<file path="config.mk">
export PLATFORM = sky130hd
export DESIGN_NAME = timer_counter
export DESIGN_NICKNAME = d
export VERILOG_FILES = /design/src/rtl/timer_counter_pkg.sv /design/src/rtl/timer_counter.sv
export SDC_FILE = /design/constraint.sdc
export NUM_CORES = 1
export LEC_CHECK = 0
export CAP_MARGIN = 20
export CORE_MARGIN = 3
export CORE_UTILIZATION = 55
export CTS_BUF_LIST = sky130_fd_sc_hd__clkbuf_16
export DETAILED_ROUTE_END_ITERATION = 12
export PLACE_DENSITY_LB_ADDON = 0.3
export SLEW_MARGIN = 20
export SYNTH_ARGS = -nofsm -noshare
export SYNTH_HDL_FRONTEND = slang
export SYNTH_SLANG_ARGS = --single-unit
</file>
<file path="constraint.sdc">
create_clock -name clk -period 4.5 [get_ports clk]
set_clock_uncertainty 0.2 [all_clocks]
set_input_delay 0.9 -clock clk [delete_from_list [all_inputs] [get_ports clk]]
set_output_delay 0.9 -clock clk [all_outputs]
set_load 0.01 [all_outputs]
</file>
<file path="src/rtl/timer_counter_pkg.sv">
// timer_counter_pkg: shared definitions for the memory-mapped timer/counter.
//   - register offsets within the 16-byte window (addr[3:2])
//   - CTRL field positions and the packed CTRL layout
//   - MODE encodings
//   - FSM state encoding
package timer_counter_pkg;

  localparam int unsigned DATA_W = 32;
  localparam int unsigned CTRL_W = 4;
  localparam int unsigned OFF_W  = 2;
  localparam int unsigned ST_W   = 2;

  // Word offsets selected by addr[3:2]
  localparam logic [OFF_W-1:0] OFF_CTRL   = 2'b00;
  localparam logic [OFF_W-1:0] OFF_PRESET = 2'b01;
  localparam logic [OFF_W-1:0] OFF_COUNT  = 2'b10;
  localparam logic [OFF_W-1:0] OFF_RSVD   = 2'b11;

  // CTRL bit positions
  localparam int unsigned CTRL_EN_BIT   = 0;
  localparam int unsigned CTRL_MODE_LSB = 1;
  localparam int unsigned CTRL_MODE_MSB = 2;
  localparam int unsigned CTRL_IM_BIT   = 3;

  // MODE encodings; 2'b10/2'b11 fall back to one-shot behaviour
  localparam logic [1:0] MODE_ONESHOT = 2'b00;
  localparam logic [1:0] MODE_RELOAD  = 2'b01;

  // FSM state encoding
  localparam logic [ST_W-1:0] ST_IDLE = 2'b00;
  localparam logic [ST_W-1:0] ST_LOAD = 2'b01;
  localparam logic [ST_W-1:0] ST_CNT  = 2'b10;
  localparam logic [ST_W-1:0] ST_INT  = 2'b11;

  // CTRL register layout, MSB first: {IM, MODE[1:0], EN}
  typedef struct packed {
    logic       im;
    logic [1:0] mode;
    logic       en;
  } ctrl_t;

endpackage

</file>
<file path="src/rtl/timer_counter.sv">
// timer_counter: 32-bit down-counting timer with a 16-byte register window.
// Ports:
//   clk    - single clock, rising edge
//   reset  - asynchronous active-high reset
//   addr   - CPU byte address; window hit when addr[31:4]==BASE_ADDR[31:4]
//   we     - word write strobe
//   wdata  - write data
//   rdata  - combinational read data selected by addr[3:2]
//   irq    - interrupt request (IRQ_FLAG & CTRL.IM), combinational
module timer_counter
  import timer_counter_pkg::*;
#(
  parameter logic [31:0] BASE_ADDR = 32'h0000_7F00
) (
  input  logic        clk,
  input  logic        reset,
  input  logic [31:0] addr,
  input  logic        we,
  input  logic [31:0] wdata,
  output logic [31:0] rdata,
  output logic        irq
);

  logic [ST_W-1:0]   state;
  logic [ST_W-1:0]   state_nxt;
  ctrl_t             ctrl;
  ctrl_t             ctrl_nxt;
  logic [DATA_W-1:0] preset;
  logic [DATA_W-1:0] preset_nxt;
  logic [DATA_W-1:0] count;
  logic [DATA_W-1:0] count_nxt;
  logic              irq_flag;
  logic              irq_flag_nxt;

  logic              win_hit_c;
  logic              wr_ctrl_c;
  logic              wr_preset_c;
  logic [OFF_W-1:0]  off_c;

  // Byte lane bits are irrelevant for word registers
  logic              unused_addr_lsb;
  assign unused_addr_lsb = ^addr[1:0];

  // Address decode; COUNT and reserved offsets have no write path
  assign off_c       = addr[3:2];
  assign win_hit_c   = (addr[31:4] == BASE_ADDR[31:4]);
  assign wr_ctrl_c   = we && win_hit_c && (off_c == OFF_CTRL);
  assign wr_preset_c = we && win_hit_c && (off_c == OFF_PRESET);

  // State and register storage
  always_ff @(posedge clk or posedge reset) begin
    if (reset) begin
      state    <= ST_IDLE;
      ctrl     <= '0;
      preset   <= '0;
      count    <= '0;
      irq_flag <= 1'b0;
    end else begin
      state    <= state_nxt;
      ctrl     <= ctrl_nxt;
      preset   <= preset_nxt;
      count    <= count_nxt;
      irq_flag <= irq_flag_nxt;
    end
  end

  // Next-state and register update; bus writes are applied last so they win
  always_comb begin
    state_nxt    = state;
    ctrl_nxt     = ctrl;
    preset_nxt   = preset;
    count_nxt    = count;
    irq_flag_nxt = irq_flag;

    case (state)
      ST_IDLE: begin
        if (ctrl.en) begin
          state_nxt = ST_LOAD;
        end
      end
      ST_LOAD: begin
        count_nxt = preset;
        state_nxt = ST_CNT;
      end
      ST_CNT: begin
        if (!ctrl.en) begin
          // Pause: COUNT is frozen; re-enable restarts through LOAD
          state_nxt = ST_IDLE;
        end else if (count > DATA_W'(1)) begin
          count_nxt = count - DATA_W'(1);
        end else begin
          // Also covers PRESET=0, so COUNT never wraps
          count_nxt    = '0;
          irq_flag_nxt = 1'b1;
          state_nxt    = ST_INT;
        end
      end
      ST_INT: begin
        if (ctrl.mode == MODE_RELOAD) begin
          irq_flag_nxt = 1'b0;
        end else begin
          ctrl_nxt.en = 1'b0;
        end
        state_nxt = ST_IDLE;
      end
      default: begin
        state_nxt = ST_IDLE;
      end
    endcase

    if (wr_ctrl_c) begin
      ctrl_nxt     = ctrl_t'(wdata[CTRL_W-1:0]);
      irq_flag_nxt = 1'b0;
    end
    if (wr_preset_c) begin
      preset_nxt = wdata;
    end
  end

  // Read mux; address window is not qualified on reads
  always_comb begin
    rdata = '0;
    case (off_c)
      OFF_CTRL:   rdata = {{(DATA_W-CTRL_W){1'b0}}, ctrl};
      OFF_PRESET: rdata = preset;
      OFF_COUNT:  rdata = count;
      OFF_RSVD:   rdata = '0;
      default:    rdata = '0;
    endcase
  end

  assign irq = irq_flag & ctrl.im;

endmodule

</file>
==> reports/metrics.yaml <==
routing:
  drt_iter0_drc: 355
  first_pass_iters: 5
  routed_wl_um: 12100
  antenna_left: 0
  drt-vias-per-instance: 6.65
  post-route-drc-count: 0
  vias: 4045
  wire_per_inst_um: 19.8
hold_path:
  hold_path_startpoint: "preset[22]"
  hold_class: "reg2reg"
  min_delay_worst_endpoint: "preset[22]"
  hold_depth: 1
sta:
  relSlewSlack: 0.297
  setup_repair_after_global_routing_missed_its_margin: "false"
  layout_worst_path_cycle_share: 0.881
  max_freq_mhz: 252
  finalSetupViolations: 0
  timing_worst_slew_pin_value_ns: 1.05
  min_period_ns: 3.97
  fin_setup_tns_ns: 0
  final_hold_viol_count: 0
  drv_slew: 0
grt:
  first_global_vias: 3956
  grt_antenna_before_repair: 0
  global_route.overflow_total: 0
  grt_max_degree: 44
  gr-usage-all-layers: 0.281
  grt_pass1_wl_um: 19600
logic_synthesis:
  netlist_top_cells_area: "dfrtp_1 (42%), mux2_2 (9.0%), a22o_1 (7.6%)"
  synthDominantCellAreaShare: 0.416
  ys_types: 57
  yosys_most_used_dff: "dfrtp_1"
  synthesized_netlist_cell_count: 428
  synthesis.yosys.warnings: 0
  yosysTopAreaCell: "dfrtp_1"
  ys_seq_elements: 71
  synth_enable_flop_cells: 0
  postSynthAreaPerCell_sq_um: 9.97
  synth.net_count: 497
  ys_async_sr_fraction: 1.00
  mappedNetlistArea_sq_um: 4270
  ys_seq_area_frac: 0.416
cells_and_area:
  post-route-cell-area_sq_um: 5540
  area_delta_synth_final_pct: 29.8
  layout_common_cells: "clkdlybuf4s50_1 (97), dfrtp_1 (71), a22o_1 (37)"
  n_fill_cell: 543
  count_of_antenna_diodes_in_the_layout: 0
  post_layout_nonfiller_instances: 608
  multiInputGateArea_sq_um: 2280
  fraction_of_final_layout_cells_with_drive_strength_greater_than_1: 0.139
  area.sequential_sq_um: 1780
  final_nets: 574
  layout_commonest_cell: "clkdlybuf4s50_1"
place:
  portBuffers: 97
  dp_hpwl_um: 7860
  placement.cell_area_sq_um: 5260
  dp.cells: 593
  routability_congestion_estimate: 0.896
clock_network:
  cts.path.max_buffers: 2
  resize_count_post_cts: 0
  cts_hold_buffers: 0
  ctsRootBufferMaster: "clkbuf_16"
  tritoncts_num_sinks: 71
  cts_tree: "built"
  cts_max_level: 3
  post_cts.repair.setup_buffers: 0
  clkSlewWorstSetupHoldPaths_ns: 0.05
  clkLatencyLatePin_ns: 0.34
  cts_buf_count: 9
setup_path:
  reg2reg_to: "count[23]"
  critical-path-top-delay-family: "buffers and inverters"
  reg2reg_from: "count[15]"
  timing.critical_path.slowest_stage_cell: "clkdlybuf4s50_1"
  critPathArrivalTime_ns: 2.87
  cp_common_cell: "clkdlybuf4s50_1"
  timing.critical_path.from_type: "primary input"
  critical_path.max_fanout: 33
  largest_incremental_delay_on_the_critical_path_ns: 0.62
  required_ns: 3.40
  worst-r2r-cell-count: 5
  worst_setup_path_end_kind: "primary output"
  crit_type: "in2out"
  reg2reg_setup_slack_ns: 1.17
  critPathBufInv: 3
  timing.critical_path.cells: "clkdlybuf4s50_1 > nor2b_2 > buf_4 > a22o_1 > clkdlybuf4s50_1"
floorplanning:
  initial_core_utilization: 0.579
  placementRows: 31
  io_pins: 100
  height_of_the_die_um: 94.1
  core_area_sq_um: 7370
  fp.dieW_um: 94.1
  die_area_sq_um: 8850
run_status:
  outcome: "complete, no violations"
pwr:
  power.share.clock: 0.487
  p_comb_frac: 0.062
  leakage_power_nw: 2.46
  internal-power_w: 0.00111
  share_seq_of_total_power: 0.451
  power-per-cell-area_nw_per_um2: 256
  net-switching-power_w: 0.000303
  swShare: 0.214
  power.ir.vdd_worst_v: 0.000192
flow_run:
  maximum_capacitance_violations: 0
## final cells by class
type / instances / area share
clock inverter: 6 / 0.00972
multi-input combinational: 310 / 0.413
sequential: 71 / 0.321
inverter: 8 / 0.00542
clock buffer: 9 / 0.0407
tap: 99 / 0.0224
timing repair buffer: 105 / 0.188
## flip-flops by register name (all words and copies together) (netlist names)
| register | flops |
|---|---|
| state | 2 |
| irq_flag | 1 |
| ctrl | 4 |
| count | 32 |
| preset | 32 |
## kinds of logic after synthesis
family,synth area share
AOI/OAI and AO/OA,0.220
DFF,0.416
and+or+nand+nor,0.197
buffers and inverters,0.0513
adders and majority gates,0.00586
muxes,0.109
## stage by stage
stage	power (W)	hold WS (ns)	util	worst slack [ns]
3_5_place_dp	0.000738	0.309	0.714	0.572
5_1_grt	0.00145	0.337	0.751	0.455
6_report	0.00142	0.319	0.751	0.534
3_3_place_gp	0.000736	0.300	0.714	0.579
2_1_floorplan	0.000672	0.274	-	1.28
4_1_cts	0.00142	0.321	0.751	0.554
## power by group through the flow
| stage | Combinational [W] | Clock, W | Sequential, W |
|---|---|---|---|
| final | 0.0000878 | 0.000689 | 0.000639 |
| after global routing | 0.0000947 | 0.000721 | 0.000638 |
| after detailed placement | 0.0000883 | 0 | 0.000650 |
| after CTS | 0.0000889 | 0.000688 | 0.000639 |
| after floorplan | 0.0000214 | 0 | 0.000650 |
| after global placement | 0.0000862 | 0 | 0.000650 |
## metal layers
| metal | GRT usage | vias to the layer above | share of wire |
|---|---|---|---|
| li1 | - | 1830 | - |
| met1 | 0.369 | 1951 | 0.40 |
| met2 | 0.458 | 238 | 0.49 |
| met3 | 0.0385 | 26 | 0.085 |
| met4 | 0.130 | 0 | 0.025 |
| met5 | 0 | - | 0 |
## worst reg2reg max path: stages (launching register included)
cell and delay (ns):
dfrtp_1 0.48, or4_4 0.62, nor4_4 0.60, nand4_2 0.53, nand2_1 0.55, o21ai_0 0.20
## how the worst max path moves through the flow
stage                        from   endpoint  cells after the start
after floorplan           addr[3]  rdata[11]                      5
after global placement    addr[2]  rdata[29]                      5
after detailed placement  addr[2]  rdata[19]                      5
after CTS                 addr[2]  rdata[29]                      5
after global routing      addr[2]   rdata[3]                      6
final                     addr[2]  rdata[30]                      5
## synthesized netlist by cell type, types with 3 or more instances
library cell	instances
a22o_1	37
mux2i_1	7
or3_1	3
nand2_1	30
o21ai_0	20
a22oi_1	9
nand3_1	18
a32oi_1	5
a31o_1	3
buf_2	3
buf_1	3
buf_4	6
nor3_1	11
dfrtp_1	71
nor4_1	14
nor2b_1	6
nor4_2	3
nor2_1	14
and3_1	6
o41ai_1	11
o31ai_1	7
a21oi_1	12
inv_1	7
clkbuf_1	24
or4_1	8
o211ai_1	4
a221o_1	3
and4_1	3
mux2_2	34
nand4_1	6
a31oi_1	4
Note: power is estimated with default switching activity, not from simulation.
